$ cat src/rtl/capture_sequencer.sv
// Counted, abortable ADC capture sequencer: arm, optional wait-for-inactive, trigger,
// post-trigger delay, then gates capture_go_o for exactly samples_l accepted samples.
module capture_sequencer #(
    parameter int CNT_WIDTH   = 32,
    parameter int DELAY_WIDTH = 16
) (
    input  logic                   clk,
    input  logic                   reset,
    input  logic                   arm_i,
    input  logic                   abort_i,
    input  logic                   trigger_i,
    input  logic                   trigger_level_i,
    input  logic                   trigger_wait_i,
    input  logic                   trigger_now_i,
    input  logic [DELAY_WIDTH-1:0] delay_i,
    input  logic [CNT_WIDTH-1:0]   samples_i,
    input  logic                   sample_valid_i,
    output logic                   capture_go_o,
    output logic                   armed_o,
    output logic                   triggered_o,
    output logic                   done_o,
    output logic [CNT_WIDTH-1:0]   sample_count_o,
    output logic [2:0]             state_o
);

    typedef enum logic [2:0] {
        S_IDLE      = 3'd0,
        S_WAITINACT = 3'd1,
        S_ARMED     = 3'd2,
        S_DELAY     = 3'd3,
        S_CAPTURE   = 3'd4,
        S_DONE      = 3'd5
    } state_t;

    state_t                 state_q, state_d;
    logic                   arm_q;
    logic                   level_q, level_d;
    logic [DELAY_WIDTH-1:0] delay_l_q, delay_l_d;
    logic [CNT_WIDTH-1:0]   samples_l_q, samples_l_d;
    logic [DELAY_WIDTH-1:0] delay_cnt_q, delay_cnt_d;
    logic [CNT_WIDTH-1:0]   count_q, count_d;

    logic arm_edge;
    logic trig_act;

    assign arm_edge = arm_i & ~arm_q;
    assign trig_act = (trigger_i == level_q) | trigger_now_i;

    always_ff @(posedge clk or posedge reset) begin
        if (reset) begin
            state_q     <= S_IDLE;
            arm_q       <= 1'b0;
            level_q     <= 1'b0;
            delay_l_q   <= '0;
            samples_l_q <= '0;
            delay_cnt_q <= '0;
            count_q     <= '0;
        end else begin
            state_q     <= state_d;
            arm_q       <= arm_i;
            level_q     <= level_d;
            delay_l_q   <= delay_l_d;
            samples_l_q <= samples_l_d;
            delay_cnt_q <= delay_cnt_d;
            count_q     <= count_d;
        end
    end

    // sample_valid_i is a one-cycle "writer accepted a sample" pulse; it only counts
    // while capture_go_o is high, and the writer never waits on us (no back-pressure).
    always_comb begin
        state_d     = state_q;
        level_d     = level_q;
        delay_l_d   = delay_l_q;
        samples_l_d = samples_l_q;
        delay_cnt_d = delay_cnt_q;
        count_d     = count_q;

        if (abort_i) begin
            state_d = S_IDLE;
        end else begin
            case (state_q)
                S_IDLE, S_DONE: begin
                    if (arm_edge && (samples_i != '0)) begin
                        level_d     = trigger_level_i;
                        delay_l_d   = delay_i;
                        samples_l_d = samples_i;
                        count_d     = '0;
                        state_d     = trigger_wait_i ? S_WAITINACT : S_ARMED;
                    end
                end
                S_WAITINACT, S_ARMED: begin
                    // trigger_now_i fires from either state; a real trigger must first
                    // be seen inactive while waiting.
                    if (trigger_now_i || (state_q == S_ARMED && trig_act)) begin
                        if (delay_l_q == '0) begin
                            state_d = S_CAPTURE;
                        end else begin
                            state_d     = S_DELAY;
                            delay_cnt_d = delay_l_q - DELAY_WIDTH'(1);
                        end
                    end else if (state_q == S_WAITINACT && (trigger_i != level_q)) begin
                        state_d = S_ARMED;
                    end
                end
                S_DELAY: begin
                    if (delay_cnt_q == '0) begin
                        state_d = S_CAPTURE;
                    end else begin
                        delay_cnt_d = delay_cnt_q - DELAY_WIDTH'(1);
                    end
                end
                S_CAPTURE: begin
                    if (sample_valid_i) begin
                        count_d = count_q + CNT_WIDTH'(1);
                        if (count_q == samples_l_q - CNT_WIDTH'(1)) begin
                            state_d = S_DONE;
                        end
                    end
                end
                default: begin
                    state_d = S_IDLE;
                end
            endcase
        end
    end

    assign capture_go_o   = (state_q == S_CAPTURE);
    assign armed_o        = (state_q == S_WAITINACT) || (state_q == S_ARMED);
    assign triggered_o    = (state_q == S_DELAY) || (state_q == S_CAPTURE) || (state_q == S_DONE);
    assign done_o         = (state_q == S_DONE);
    assign sample_count_o = count_q;
    assign state_o        = state_q;

endmodule

$ cat config.mk
export PLATFORM = sky130hd
export DESIGN_NAME = capture_sequencer
export DESIGN_NICKNAME = d
export VERILOG_FILES = /design/src/rtl/capture_sequencer.sv
export SDC_FILE = /design/constraint.sdc
export NUM_CORES = 1
export LEC_CHECK = 0
export CORE_AREA = 2 2 138 140
export CTS_CLUSTER_DIAMETER = 120
export DETAILED_ROUTE_END_ITERATION = 8
export DIE_AREA = 0 0 140 142
export GPL_ROUTABILITY_DRIVEN = 0
export SYNTH_ARGS = -nofsm -noshare
export SYNTH_HDL_FRONTEND = slang
export SYNTH_SLANG_ARGS = --single-unit
$ cat constraint.sdc
create_clock -name clk -period 3.3 [get_ports clk]
set_input_delay 0.66 -clock clk [delete_from_list [all_inputs] [get_ports clk]]
set_output_delay 0.66 -clock clk [all_outputs]
set_load 0.02 [all_outputs]
== Yosys cells after proc, flatten, opt, wreduce, memory -nomap -nowiden ==
Cells that the tools add are included.

* RAM bits: 0
* Input bits: 57
* Memories kept: 0
* Register bits: 101
* Bits in latches: 0
* Memory bits (read-only): 0
* Word-level logic and storage cells: 69

* Muxes and demuxes: 17
* Eq/ne operators: 18
* Shift operators: 0
* Bitwise operators: 4
* Divide/modulo/power cells: 0
* Order comparisons: 0
* Add/sub/neg operators: 4
* Reduce and logical (&&, ||, !) cells: 19
* Multiply operators: 0

{| class="wikitable"
|+ Operator list
! cell !! count
|-
| two-way mux 32 bit || 2
|-
| case mux 32 bit (2 select lines) || 1
|-
| two-way mux 16 bit || 3
|-
| adder 32 x 1 -> 32 bit (second input constant) || 1
|-
| == test 32 bit || 1
|-
| logical NOT 16 bit || 2
|-
| case mux 16 bit (2 select lines) || 1
|-
| nonzero test 32 bit || 1
|-
| subtractor 16 x 1 -> 16 bit (second input constant) || 2
|-
| subtractor 32 x 1 -> 32 bit (second input constant) || 1
|-
| two-way mux 3 bit || 8
|-
| case mux 3 bit (4 select lines) || 1
|-
| inequality test 2 bit (second input constant) || 5
|-
| AND reduction 5 bit || 2
|-
| inequality test 3 bit (second input constant) || 3
|-
| == test 3 x 2 -> 1 bit (second input constant) || 2
|-
| == test 3 bit (second input constant) || 2
|-
| logical OR 1 bit || 4
|-
| inequality test 4 bit (second input constant) || 1
|-
| AND reduction 4 bit || 1
|-
| nonzero test 2 bit || 2
|-
| OR reduction 2 bit || 2
|-
| == test 3 x 1 -> 1 bit (second input constant) || 1
|-
| logical AND 1 bit || 3
|-
| 9 further kinds || 10
|}

== Depth between registers and ports, before layout ==
* Depth in word-level cells: 7
* Depth in mapped cells: 13

== Least setup slack after synthesis ==
Ideal clock, no wire load.

* Kind: register -> register
* Start: reg state_q[0] (netlist: state_o[0])
* End: reg delay_cnt_q[12]
* Clock period less this slack: 3.065 ns
* Stages on the path, launching flop included: 14
* Data required time: 3.163 ns
* Setup slack: 0.235 ns
* Arrival time: 2.928 ns
* Path buffers: 3
* Library setup time: 0.137 ns
* Path through: dfrtp_1 clkbuf_1 and3b_1 clkbuf_1 clkbuf_1 mux2i_1 ha_1 o21a_1 nand2_1 nor2_1 nand3_1 mux2_2 a21oi_1 a21oi_1

* Longest elaborated chain between the ends: 5

{| class="wikitable"
|+ Ends and longest elaborated chain
! what !! RTL line !! text
|-
| start: declaration || 35 || <nowiki>state_t state_q, state_d;</nowiki>
|-
| start signal: assignment || 59 || <nowiki>state_q <= state_d;</nowiki>
|-
| == test 3 x 2 -> 1 bit || 82, 95 ||
|-
| logical AND 1 bit || 95 || <nowiki>if (trigger_now_i || (state_q == S_ARMED && trig_act)) begin</nowiki>
|-
| logical OR 1 bit || 95 ||
|-
| inequality test 2 bit (no source line) || -- ||
|-
| AND reduction 5 bit (no source line) || -- ||
|-
| end signal: assignment || 64 || <nowiki>delay_cnt_q <= delay_cnt_d;</nowiki>
|-
| end: declaration || 40 || <nowiki>logic [DELAY_WIDTH-1:0] delay_cnt_q, delay_cnt_d;</nowiki>
|}

Parallel ways exist; a longest one is shown, timed or not.
A chain may end at the register's enable or synchronous reset.

== Final worst setup path ==
* Start: reg state_q[2] (netlist: state_o[2])
* End: out triggered_o

* Longest elaborated chain between the ends: 3

{| class="wikitable"
|+ Ends and longest elaborated chain
! what !! RTL line !! text
|-
| == test 3 x 2 -> 1 bit / == test 3 bit (equally long branches) || 130 || <nowiki>assign triggered_o = (state_q == S_DELAY) || (state_q == S_CAPTURE) || (state_q == S_DONE);</nowiki>
|-
| logical OR 1 bit || 130 ||
|-
| logical OR 1 bit * || 130 ||
|-
| end: declaration || 20 || <nowiki>output logic triggered_o,</nowiki>
|}

Every way passes the cells marked *; elsewhere a longest branch is shown, timed or not.

==> summary.txt <==
Synth
  – Top FF cell, synth: dfrtp_1
  – Distinct cell type count after synthesis: 63
  – FFs w/ async S/R, synth: 1.00
  – Warnings from Yosys: 0
  – Post-Synthesis Cells: 672
  – Seq/Total Area, Yosys: 0.399
  – Synthesized area: 6330 um^2
  – Syn_nets: 732
  – EDFF count, synth: 0
  – Syn_area_per_cell: 9.42 um^2
  – Yosys top cell area share: 0.399
  – Top cells by count, synth: dfrtp_1, nor2_1, mux2_2
  – Leading area contributor after synthesis: dfrtp_1
  – Flops & latches, synth: 101
  – Synth top area cells: dfrtp_1, mux2_2, xor2_1, xnor2_1, nor2_1
  – Top-count cell post-synth: dfrtp_1

Route
  – Total iterations of the first detailed-routing run: 8
  – Initial DRC Count: 231
  – Via Count: 5,325
  – DRC viols: 2
  – Remaining antenna violation count: 0
  – Post-DR wirelength/cell: 16.3 um
  – WL final: 16.6 mm
  – Via density: 5.23

GRT
  – Largest net degree at the start of global routing: 61
  – Initial antenna violation count: 0
  – GRT overflow: 0
  – Vias in the first global route: 5,113
  – First-pass GRT wire length: 27.0 mm
  – GRT Overall Usage: 0.170

Status
  – Failing checks: DRC
  – Status: finished, violations left

STA
  – Setup TNS: 0 ps
  – Final hold violation count: 0
  – Worst slew slack as a fraction of its limit: 0.532
  – Fin crit share: 0.936
  – Count of final max-slew check failures: 0
  – F_max: 324 MHz
  – Tightest Pin Transition: 702 ps
  – Clock Skew: 8.99 ps
  – Setup-failing EPs final: 0
  – RSZ-0062 raised after global routing: no
  – Final WS setup: 210 ps
  – Tmin final: 3090 ps

Setup path
  – CP Capture Type: output port
  – CP Max Fanout: 17
  – Largest stage delay, worst path: 610 ps
  – Critical Path Start Type: flip-flop
  – Slowest CP cell: clkdlybuf4s50_1
  – Setup Crit Path Kind: flip-flop to output port
  – CP Cell Sequence: nand3b_1 -> buf_4 -> nand2_1 -> clkdlybuf4s50_1
  – CP required: 2640 ps
  – CP top delay family: buffers and inverters
  – Critical path buffers and inverters: 2
  – Arr. time, crit path: 2430 ps

Die
  – Die height: 142 um
  – I/O pins: 96
  – Cell row count: 50
  – Placeable Area: 18,500 um^2
  – Initial Util: 0.343
  – Die ar.: 19,900 um^2
  – Die W: 140 um

Clock network
  – Cts bufs inserted: 9
  – Hold-fix buffers at CTS: 0
  – Max Buffers Root-to-Sink: 2
  – Clock-pin slew on the worst setup and hold paths: 80 ps
  – Root Driver: clkbuf_16
  – Later-pin clock latency in the skew report: 360 ps
  – Sink Count: 101
  – H-tree levels: 3
  – CTS tree: done

Finish
  – Final Cell Area: 8010 um^2
  – Fraction of final layout cells with drive strength greater than 1: 0.153
  – Synth-to-layout area growth: 26.6%
  – Post-Layout Cell Count: 1,018
  – ANT cells: 0
  – Fillers: 1,813
  – Nets: 839

Placement
  – Pre-CTS setup slack: 148 ps
  – Final HPWL DP: 12.4 mm
  – Post-Place Cells: 1,000
  – PortBufs: 95
  – Placed instance area: 7700 um^2

Job
  – Max Cap Violations: 0

Power and ir drop
  – Power consumption: 5.67 mW
  – Peak VDD IR: 0.261 mV
  – Power Density: 707 nW/um^2
  – Leak: 3.13 nW

Hold path
  – Worst Hold Class: flip-flop to flip-flop
==> final cells by class <==
cell class                      instances  area [um^2]  share of cell area
Sequential cell                       101         2530               0.315
Tap cell                              234          293              0.0365
Clock inverter                          6         65.1             0.00812
Timing Repair Buffer                  126         1200               0.149
Clock buffer                           10          229              0.0286
Multi-Input combinational cell        533         3670               0.458
Inverter                                8         33.8             0.00422
==> layout by cell type (no fill, tap or decap), drive strengths merged, types with 11 or more instances in the layout <==
| cell type | Yosys | layout |
|---|---|---|
| xor2 | 36 | 36 |
| dfrtp | 101 | 101 |
| nor4 | 25 | 25 |
| nor3 | 26 | 26 |
| nand3 | 19 | 19 |
| nand4 | 20 | 20 |
| nor2 | 73 | 73 |
| mux2i | 15 | 15 |
| buf | 4 | 31 |
| a21oi | 42 | 42 |
| clkdlybuf4s50 | 0 | 95 |
| o21ai | 39 | 39 |
| nand2 | 50 | 50 |
| inv | 8 | 12 |
| or3 | 11 | 11 |
| xnor2 | 32 | 32 |
| mux2 | 55 | 55 |
==> registers in the layout, summed over array words and instances, names as in the netlist <==
signal / cells
arm_q: 1
delay_cnt_q: 16
delay_l_q: 16
level_q: 1
sample_count_o: 32
samples_l_q: 32
state_o: 3
==> where the power goes <==
group	leakage (nW)	total [mW]	internal, mW	switching [mW]
combinational	1.71	2.26	1.17	1.09
clock	0.145	1.09	0.539	0.555
sequential	1.28	2.32	1.66	0.656
total	3.13	5.67	3.37	2.30
==> worst reg2reg max path, cell delays in order, from the launching register on <==
cell,delay [ps]
dfrtp_1,440
inv_1,110
ha_1,210
nor3b_4,270
nand4_4,210
o41ai_1,410
o21ai_1,130
a2111oi_2,330
nand4_1,150
o31ai_2,290
mux2_1,350
==> kinds of logic (layout without fill, tap and decap cells) <==
group	count (synthesis)	after routing	synth area share
AND/OR/NAND/NOR	269	269	0.234
AO/OA/AOI/OAI	121	121	0.119
flip-flops	101	101	0.399
multiplexers	70	70	0.122
XOR/XNOR	68	68	0.0941
buffers and inverters	38	150	0.0231
adder cells (fa/ha/maj)	5	5	0.00910
==> per-layer routing <==
metal / GRT usage / routed length (um) / vias to the layer above
met2: 0.285 / 7950 / 84
met5: 0 / 0 / -
met3: 0.0299 / 555 / 12
li1: - / - / 2656
met4: 0.0441 / 223 / 0
met1: 0.228 / 7880 / 2573
==> metrics by stage <==
stage,utilization,hold slack (ps)
2_1_floorplan,-,467
3_3_place_gp,0.417,498
3_5_place_dp,0.417,495
4_1_cts,0.433,522
5_1_grt,0.434,550
6_report,0.434,521
==> final timing paths <==
kind,slack (ps),end,cells past startpoint,start
worst min register to register,520,delay_cnt_q[15]$_DFFE_PP0P_,1,delay_cnt_q[15]$_DFFE_PP0P_
min in group asynchronous,670,samples_l_q[2]$_DFFE_PP0P_,2,reset
max in group asynchronous,1850,sample_count_o[28]$_DFFE_PP0P_,3,reset
worst max register to register,280,state_o[0]$_DFFE_PP0P_,10,samples_l_q[0]$_DFFE_PP0P_
worst max-delay path,210,triggered_o,4,state_o[2]$_DFFE_PP0P_
worst min-delay path,520,delay_cnt_q[15]$_DFFE_PP0P_,1,delay_cnt_q[15]$_DFFE_PP0P_
==> timing repair <==
action	CTS	global route
endpoints found under the setup margin	0	2
setup buffers	0	2
resized for setup	0	1
No activity file was read; power rests on OpenSTA's default activity.
